<file path="config.mk">
export PLATFORM = sky130hd
export DESIGN_NAME = rr_arbiter_4_flat
export DESIGN_NICKNAME = d
export VERILOG_FILES = /design/src/rtl/rr_arbiter_4_pkg.sv /design/src/rtl/rr_arbiter_4_if.sv /design/src/rtl/rr_arbiter_4_pick.sv /design/src/rtl/rr_arbiter_4.sv /design/src/flat_wrapper.sv
export SDC_FILE = /design/constraint.sdc
export NUM_CORES = 1
export LEC_CHECK = 0
export ABC_AREA = 1
export CAP_MARGIN = 20
export CORE_MARGIN = 8
export CORE_UTILIZATION = 25
export DETAILED_ROUTE_END_ITERATION = 8
export PLACE_DENSITY_LB_ADDON = 0.1
export SLEW_MARGIN = 20
export SYNTH_ARGS = -nofsm -noshare
export SYNTH_HDL_FRONTEND = slang
export SYNTH_SLANG_ARGS = --single-unit
</file>
<file path="constraint.sdc">
create_clock -name clk -period 1.9 [get_ports clk]
set_input_delay 0.19 -clock clk [delete_from_list [all_inputs] [get_ports clk]]
set_output_delay 0.19 -clock clk [all_outputs]
set_load 0.05 [all_outputs]
</file>
<file path="src/rtl/rr_arbiter_4_pkg.sv">
// -----------------------------------------------------------------------------
// arb_pkg
// Shared definitions for the four-requester round-robin arbiter:
//   N_REQ            number of requesters sharing the mux datapath
//   arb_state_e      FSM state encoding (ST_IDLE = 0, ST_GRANT = 1)
//   hold_cnt_width() width of the consecutive-hold counter for a given MAX_HOLD
// -----------------------------------------------------------------------------
package arb_pkg;

    localparam int N_REQ = 4;

    typedef enum logic {
        ST_IDLE  = 1'b0,
        ST_GRANT = 1'b1
    } arb_state_e;

    // $clog2(MAX_HOLD), but never narrower than one bit (MAX_HOLD = 1 or 2).
    function automatic int hold_cnt_width(input int max_hold);
        if (max_hold <= 2) begin
            return 1;
        end else begin
            return $clog2(max_hold);
        end
    endfunction

endpackage : arb_pkg

</file>
<file path="src/rtl/rr_arbiter_4_if.sv">
// -----------------------------------------------------------------------------
// rr_arbiter_4_if
// Request/grant bundle between the four requesters and the arbiter.
//   req   requester -> arbiter, bit i belongs to requester i (mux input a..d)
//   gnt   arbiter -> requesters, one-hot grant or zero
//   sel   arbiter -> mux, index of current or last owner
//   busy  arbiter -> requesters, high while any grant is held
// Modports: master = requester side, slave = arbiter side.
// -----------------------------------------------------------------------------
interface rr_arbiter_4_if;
    import arb_pkg::*;

    logic [N_REQ-1:0] req;
    logic [N_REQ-1:0] gnt;
    logic [1:0]       sel;
    logic             busy;

    modport master (output req, input  gnt, input  sel, input  busy);
    modport slave  (input  req, output gnt, output sel, output busy);

endinterface : rr_arbiter_4_if

</file>
<file path="src/rtl/rr_arbiter_4_pick.sv">
// -----------------------------------------------------------------------------
// rr_pick_4
// Combinational round-robin pick: scans req starting at index `start` and
// wrapping mod 4; the first set bit wins.
//   req[3:0]   request vector
//   start[1:0] first index to examine
//   idx[1:0]   winning index (equals start when nothing is requested)
//   any        at least one request is set
// -----------------------------------------------------------------------------
module rr_pick_4
    import arb_pkg::*;
(
    input  logic [N_REQ-1:0] req,
    input  logic [1:0]       start,
    output logic [1:0]       idx,
    output logic             any
);

    logic [2*N_REQ-1:0] req_dbl_s;
    logic [N_REQ-1:0]   req_rot_s;
    logic [1:0]         offset_s;

    // Rotate req so that bit 0 is `start`, then take the lowest set bit.
    always_comb begin
        req_dbl_s = {req, req};
        req_rot_s = req_dbl_s[start +: N_REQ];
        offset_s  = 2'd0;
        casez (req_rot_s)
            4'b???1: offset_s = 2'd0;
            4'b??10: offset_s = 2'd1;
            4'b?100: offset_s = 2'd2;
            4'b1000: offset_s = 2'd3;
            default: offset_s = 2'd0;
        endcase
        idx = start + offset_s;
        any = |req;
    end

endmodule : rr_pick_4

</file>
<file path="src/rtl/rr_arbiter_4.sv">
// -----------------------------------------------------------------------------
// rr_arbiter_4
// Round-robin arbiter owning the select of the shared mux_4_to_1 datapath.
// A grant is held while the owner keeps requesting, for at most MAX_HOLD
// consecutive cycles; on release the scan restarts just after the owner, so
// a timed-out owner ranks last and waiters are served fairly.
//   MAX_HOLD  maximum consecutive grant cycles (1..15)
//   clk       rising-edge clock
//   rst       synchronous active-high reset
//   bus       rr_arbiter_4_if.slave: req in, gnt/sel/busy out (all registered)
// -----------------------------------------------------------------------------
module rr_arbiter_4
    import arb_pkg::*;
#(
    parameter int MAX_HOLD = 8
) (
    input  logic           clk,
    input  logic           rst,
    rr_arbiter_4_if.slave  bus
);

    localparam int            HW        = hold_cnt_width(MAX_HOLD);
    localparam logic [HW-1:0] HOLD_LAST = HW'(MAX_HOLD - 1);
    localparam logic [HW-1:0] HOLD_ONE  = HW'(1);

    arb_state_e       state_q,    state_d;
    logic [1:0]       ptr_q,      ptr_d;
    logic [1:0]       owner_q,    owner_d;
    logic [1:0]       sel_q,      sel_d;
    logic [N_REQ-1:0] gnt_q,      gnt_d;
    logic             busy_q,     busy_d;
    logic [HW-1:0]    hold_cnt_q, hold_cnt_d;

    logic [1:0]       pick_start_s;
    logic [1:0]       pick_idx_s;
    logic             pick_any_s;
    logic             release_s;

    rr_pick_4 u_pick (
        .req   (bus.req),
        .start (pick_start_s),
        .idx   (pick_idx_s),
        .any   (pick_any_s)
    );

    // Next-state logic for the FSM, pointer, hold counter and outputs.
    always_comb begin
        state_d      = state_q;
        ptr_d        = ptr_q;
        owner_d      = owner_q;
        sel_d        = sel_q;
        gnt_d        = gnt_q;
        busy_d       = busy_q;
        hold_cnt_d   = hold_cnt_q;
        release_s    = 1'b0;

        // While granted, the only pick that matters is the release pick,
        // which starts just after the owner (the new ptr value).
        if (state_q == ST_GRANT) begin
            pick_start_s = owner_q + 2'd1;
        end else begin
            pick_start_s = ptr_q;
        end

        case (state_q)
            ST_IDLE: begin
                if (pick_any_s) begin
                    state_d    = ST_GRANT;
                    owner_d    = pick_idx_s;
                    sel_d      = pick_idx_s;
                    gnt_d      = 4'b0001 << pick_idx_s;
                    busy_d     = 1'b1;
                    hold_cnt_d = '0;
                end else begin
                    state_d    = ST_IDLE;
                end
            end
            ST_GRANT: begin
                release_s = !bus.req[owner_q] || (hold_cnt_q == HOLD_LAST);
                if (release_s) begin
                    ptr_d      = owner_q + 2'd1;
                    hold_cnt_d = '0;
                    if (pick_any_s) begin
                        state_d = ST_GRANT;
                        owner_d = pick_idx_s;
                        sel_d   = pick_idx_s;
                        gnt_d   = 4'b0001 << pick_idx_s;
                        busy_d  = 1'b1;
                    end else begin
                        // sel keeps the last owner so the mux output stays stable.
                        state_d = ST_IDLE;
                        gnt_d   = 4'b0000;
                        busy_d  = 1'b0;
                    end
                end else begin
                    hold_cnt_d = hold_cnt_q + HOLD_ONE;
                end
            end
            default: begin
                state_d    = ST_IDLE;
                gnt_d      = 4'b0000;
                busy_d     = 1'b0;
                hold_cnt_d = '0;
            end
        endcase
    end

    // State and output registers with synchronous reset.
    always_ff @(posedge clk) begin
        if (rst) begin
            state_q    <= ST_IDLE;
            ptr_q      <= 2'd0;
            owner_q    <= 2'd0;
            sel_q      <= 2'd0;
            gnt_q      <= 4'b0000;
            busy_q     <= 1'b0;
            hold_cnt_q <= '0;
        end else begin
            state_q    <= state_d;
            ptr_q      <= ptr_d;
            owner_q    <= owner_d;
            sel_q      <= sel_d;
            gnt_q      <= gnt_d;
            busy_q     <= busy_d;
            hold_cnt_q <= hold_cnt_d;
        end
    end

    assign bus.gnt  = gnt_q;
    assign bus.sel  = sel_q;
    assign bus.busy = busy_q;

endmodule : rr_arbiter_4

</file>
<file path="src/flat_wrapper.sv">
// flat-port wrapper written by rule: the top's interface ports become plain ports
module rr_arbiter_4_flat import arb_pkg::*;
#(
    parameter int MAX_HOLD = 8
)
  (clk, rst, bus_req, bus_gnt, bus_sel, bus_busy);
  rr_arbiter_4_if bus_i ();
  input  logic clk;
  input  logic rst;
  input wire logic [$bits(bus_i.req)-1:0] bus_req;
  output wire logic [$bits(bus_i.gnt)-1:0] bus_gnt;
  output wire logic [$bits(bus_i.sel)-1:0] bus_sel;
  output wire logic [$bits(bus_i.busy)-1:0] bus_busy;
  assign bus_i.req = bus_req;
  assign bus_gnt = bus_i.gnt;
  assign bus_sel = bus_i.sel;
  assign bus_busy = bus_i.busy;
  rr_arbiter_4 #(.MAX_HOLD(MAX_HOLD)) u_core (.clk(clk), .rst(rst), .bus(bus_i));
endmodule
</file>
==> results.cfg, run 1 <==
[routing]
first_pass_iters = 4
ant_nets = 0
wire_per_inst_um = 10.7
avgViaCountPerCell = 4.30
drt_wl_total_mm = 2.58
drc_errors = 0
drt_first_iter_violations = 28
vias = 1031

[worst_setup_path]
worstPathArrival_ns = 2.25
critPathKind = reg2reg
critPathMaxFanout = 6
cp-start-kind = register
reg2reg_slack_ns = -0.15
cp.required_ns = 2.10
cp-end-kind = register

[pwr]
clockPowerShare_pct = 7.3
power_density_mw_per_mm2 = 1430
switching_share_pct = 47.3
p_comb_share_pct = 73.5
vdd_drop_max_uv = 660
fin_total_pwr_mw = 2.22
leakage_nw = 0.752
p_int_mw = 1.17
power_frac_seq_pct = 19.2
switchingPower_mw = 1.05

[grt]
grt_max_degree = 8
track_usage_pct = 9.28
antenna_found_initial = 0
grt_pass1_wl_mm = 4.23
overflow = 0
first_global_vias = 1000

[place]
place_congestion = 0.757
numPortBuffers = 12
dp_hpwl_mm = 1.88
post_dp_cell_area_mm2 = 0.00130

[clock_tree]
cts_buffer_depth = 2
cts-root-buf = clkbuf_4
clkTransAtPathRegs_ns = 0.08
clkLatencyLatePin_ns = 0.26
cts.sinks = 13
cts_tree = done
numCtsBuffers = 3
htree_levels = 1

[final_layout]
multi_input_area_um2 = 696
fillerInstances = 345
fin_nets = 204
area_growth_pct = 75.1
antennaDiodeCount = 0
drive_gt1_share_pct = 47.4
design_area_mm2 = 0.00156
regArea_um2 = 273
fin_util_pct = 46.0

[sta]
rsz0062_at_grt = yes
finClkSkew_ns = 0.00678
hold_slack_ns = 0.464
maxSlewViolCount = 0
finalCriticalPeriod_ns = 2.05
setup_viol = 5
fmax_mhz = 487
slew_headroom_pct = 66.5
hold_violations = 0
tightestPinTransition_ns = 0.501
worst_slack_ns = -0.152
period_share_pct = 108
setup_tns_ns = -0.579

[yosys]
ys_ff_latch = 13
synth_edf_count = 0
ys.flop_type = dfxtp_1
async_reset_ff_share_pct = 0
synthCells = 139
syn_nets = 148
synth_area_um2 = 890
avgSynthCellArea_um2 = 6.40
yosysSeqAreaShare_pct = 29.3
yosys_warnings = 0
synth_cell_types = 22

[floorplan]
dieArea_mm2 = 0.00572
fp.dieW_um = 75.7
initial_core_util_pct = 26.2
coreArea_mm2 = 0.00339
std_cell_rows = 21
pin_count = 13
die_y_um = 75.7

[hold_path]
hold_class = reg2reg

[run]
maxCapViolations = 0

[status]
violations = setup timing
outcome = finished, violations left
[through the flow]
step / worst slack [ns] / cells
2_1_floorplan: 0.00117 / 139
3_3_place_gp: -0.282 / 226
3_5_place_dp: -0.297 / 226
4_1_cts: -0.111 / 235
5_1_grt: -0.299 / 240
6_report: -0.152 / 240
[cells in the final DEF (no fill, tap or decap), types with 5 or more instances in the layout]
cell / count
nand3_1: 9
a21oi_1: 7
inv_1: 13
nand2_1: 35
dfxtp_1: 9
a21oi_2: 5
nand2_2: 17
clkdlybuf4s50_1: 12
nand2_4: 9
nor2_1: 6
buf_4: 39
[synthesized netlist by cell type, types with 2 or more instances]
master,number,share of area [%]
a21oi_1,9,5.1
inv_1,13,5.5
inv_2,2,0.84
o21ai_0,3,1.7
nand2_2,9,6.3
nand2_4,2,2.5
a211oi_1,2,1.7
nand2_1,52,22
a31oi_1,2,1.4
nand3_1,12,6.8
ha_1,3,4.2
a21oi_2,3,3.0
dfxtp_1,13,29
nor2_1,6,2.5
[worst max-delay path: stages, from the launching register on]
cell	delay [ns]
dfxtp_4	0.40
buf_6	0.13
nand2_4	0.06
nand2_4	0.07
nand2_2	0.07
nand2_2	0.06
nand2_2	0.06
nand2_2	0.07
buf_4	0.13
buf_4	0.12
buf_4	0.12
buf_4	0.12
nand2_1	0.11
nand2_2	0.08
nand2_4	0.08
nand2_4	0.07
inv_4	0.06
nand2_2	0.04
a21oi_2	0.13
[cells by family (layout without fill, tap and decap cells)]
kind of cell / after synthesis / count (layout) / share of synthesized area (%)
adders and majority gates: 3 / 3 / 4.22
xor gates and xnor gates: 1 / 1 / 1.83
buffers and inverters: 18 / 73 / 9.14
AOI/OAI and AO/OA: 20 / 20 / 13.4
DFF: 13 / 13 / 29.3
and+or+nand+nor: 84 / 84 / 42.2
[metal layers]
metal / share of wire [%] / GRT usage, % / vias up
li1: - / - / 559
met1: 47 / 11.1 / 461
met2: 50 / 16.4 / 9
met3: 2.9 / 2.11 / 2
met4: 0.47 / 1.92 / 0
met5: 0 / 0 / -
[cell type report]
type / instances / area share [%]
flip-flops and latches: 13 / 17.5
clock buffers: 4 / 1.69
well taps: 46 / 3.69
multi-input cells: 108 / 44.7
repair buffers: 53 / 28.0
inverters: 16 / 4.50
[power by group through the flow]
stage	combinational (mW)	sequential [mW]	clock [mW]
2_1_floorplan	0.604	0.597	0
3_3_place_gp	1.25	0.424	0
3_5_place_dp	1.25	0.427	0
4_1_cts	1.39	0.422	0.172
5_1_grt	1.79	0.439	0.184
6_report	1.63	0.427	0.163
[worst paths after layout]
| path | startpoint | to | depth (start not counted) |
|---|---|---|---|
| worst max-delay path | u_core.state_q | u_core.bus.gnt[1] | 18 |
| worst min-delay path | u_core.bus.busy | u_core.bus.busy | 2 |
| worst max register to register | u_core.state_q | u_core.bus.gnt[1] | 18 |
| worst min register to register | u_core.bus.busy | u_core.bus.busy | 2 |
[registers in the layout, summed over array words and instances (netlist names)]
| signal | flops |
|---|---|
| u_core.owner_q | 2 |
| u_core.ptr_q | 2 |
| u_core.bus.gnt | 4 |
| u_core.hold_cnt_q | 3 |
| u_core.state_q | 1 |
| u_core.bus.busy | 1 |
[timing repair]
action                                  CTS  global route
endpoints found under the setup margin    6             6
setup buffers                             5             5
hold buffers                              0             0
gates resized for setup                  13            29
pin swaps                                16            18
cloned                                    0             0
No activity file was read; power rests on OpenSTA's default activity.
==> run 2, diff against run 1 <==
Settings changed: CORE_UTILIZATION 25 to 43.
Clock period 1.9 ns to 1.83 ns, I/O delays scaled along.
==> run 2 against run 1 <==
The run still ends with setup timing left; clock skew increased by 0.0012 ns; clock-buffer cell count unchanged; routed wire length is 0.54% higher; first-iteration DRC count decreased by 32%; register-to-register slack worse by 0.05 ns; combinational power down 7%; non-clock buffer count decreased by 8; total power is 4.0% lower; via count rose by 1.4%; maximum frequency is 1.1% higher; largest power group unchanged.
==> results.cfg, run 2 (synthesis results as in run 1) <==
[status]
outcome = finished, violations left
violations = setup timing

[final_layout]
drive_gt1_share_pct = 41.4
area_growth_pct = 58.2
layout_common_cells = nand2_1, buf_4, inv_1, nand2_2, clkdlybuf4s50_1
fin_nets = 196
design_area_mm2 = 0.00141
antennaDiodeCount = 0
fin_util_pct = 71.7
largest_register_ffs = 4
final_common_cell = nand2_1

[worst_setup_path]
cp-end-kind = register
slowest_stage = dfxtp_4
cp_cell_sequence = buf_4, nand3_1, nand2_2, nand2_1, nand2_2, a31oi_1, nor2_1, ha_2, xor2_2, inv_1, nand3_2, nand2_4, inv_2, nand2_2, a21oi_2
crit_top_cell = nand2_2
cp.required_ns = 2.04
r2r_cells = 15
rr_startpoint = u_core.state_q
cp_num_buf_inv = 3
critPathMaxFanout = 6
critPathKind = reg2reg
worstPathArrival_ns = 2.24
startpoint = u_core.state_q
critPathMaxStageDelay_ns = 0.41
cp-start-kind = register
cp_top_family = simple AND/OR/NAND/NOR gates
crit_cells = 15

[grt]
grt_pass1_wl_mm = 4.28
overflow = 0
track_usage_pct = 15.1
grt_max_degree = 8
first_global_vias = 1054
antenna_found_initial = 0

[pwr]
vdd_drop_max_uv = 1310
power_density_mw_per_mm2 = 1520
leakage_nw = 0.690
fin_total_pwr_mw = 2.13

[routing]
wire_per_inst_um = 12.2
vias = 1045
drc_errors = 0
avgViaCountPerCell = 4.91
first_pass_iters = 4
drt_wl_total_mm = 2.59
ant_nets = 0
drt_first_iter_violations = 19

[floorplan]
fp.dieW_um = 61.5
std_cell_rows = 16
initial_core_util_pct = 45.3
pin_count = 13
dieArea_mm2 = 0.00378
die_y_um = 61.5
coreArea_mm2 = 0.00196

[hold_path]
hold_class = reg2reg
holdCritStartpoint = u_core.hold_cnt_q[2]
min_path_cells = 2

[clock_tree]
htree_levels = 1
cts.sinks = 13
clkTransAtPathRegs_ns = 0.08
clkLatencyLatePin_ns = 0.27
cts-root-buf = clkbuf_4
cts_tree = done
cts_buffer_depth = 2
numCtsBuffers = 3

[sta]
tightestPinTransition_ns = 0.518
setup_tns_ns = -0.816
setup_viol = 5
slew_headroom_pct = 65.4
finClkSkew_ns = 0.00803
finalCriticalPeriod_ns = 2.03
period_share_pct = 111
hold_violations = 0
worst_slack_ns = -0.200
rsz0062_at_grt = yes
maxSlewViolCount = 0
fmax_mhz = 493

[place]
numPortBuffers = 12
place_congestion = 0.872
post_dp_cell_area_mm2 = 0.00126
dp_hpwl_mm = 1.95

[run]
maxCapViolations = 0
==> run 2: final cells by class <==
| cell class | count | area, um^2 |
|---|---|---|
| well taps | 27 | 33.8 |
| fillers | 192 | 554 |
| repair buffers | 45 | 373 |
| flip-flops and latches | 13 | 272 |
| clock buffers | 4 | 26.3 |
| inverters | 16 | 67.6 |
| multi-input cells | 108 | 636 |
==> run 2: stage by stage <==
step,setup slack [ns],hold slack [ns],instances
2_1_floorplan,-0.0317,0.252,139
3_5_place_dp,-0.327,0.465,205
4_1_cts,-0.158,0.479,212
5_1_grt,-0.377,0.498,213
3_3_place_gp,-0.216,0.453,205
6_report,-0.200,0.475,213
==> run 2: layer usage <==
layer / global-route usage, % / vias to the layer above / share of wire [%]
met5: 0 / - / 0
met4: 8.77 / 0 / 4.1
met3: 1.67 / 13 / 2.4
met2: 27.8 / 23 / 51
met1: 15.9 / 469 / 43
li1: - / 540 / -
==> run 2: final timing paths <==
| check | to | slack (ns) |
|---|---|---|
| setup reg to reg | u_core.bus.gnt[0] | -0.20 |
| hold / removal | u_core.hold_cnt_q[2] | 0.48 |
| setup / recovery | u_core.bus.gnt[0] | -0.20 |
| hold reg to reg | u_core.hold_cnt_q[2] | 0.48 |
==> run 2: repair_timing <==
action	4_1_cts	5_1_grt
setup buffers	3	1
endpoints found under the hold margin	0	0
endpoints found under the setup margin	6	6
pin swaps	7	11
gates cloned	0	0
resized for setup	12	13
hold buffers	0	0
==> run 2: worst register-to-register path, cell delays in order (launching register included) <==
cell and delay, ns:
dfxtp_4 0.41, buf_4 0.15, nand3_1 0.09, nand2_2 0.12, nand2_1 0.09, nand2_2 0.08, a31oi_1 0.07, nor2_1 0.13
ha_2 0.22, xor2_2 0.17, inv_1 0.07, nand3_2 0.08, nand2_4 0.07, inv_2 0.06, nand2_2 0.05, a21oi_2 0.13
==> run 2: report_power, final <==
group          total [mW]  internal (mW)  leakage, nW  switching (mW)
sequential          0.437          0.370        0.109          0.0672
combinational        1.52          0.657        0.566           0.868
clock               0.172         0.0844       0.0150          0.0877
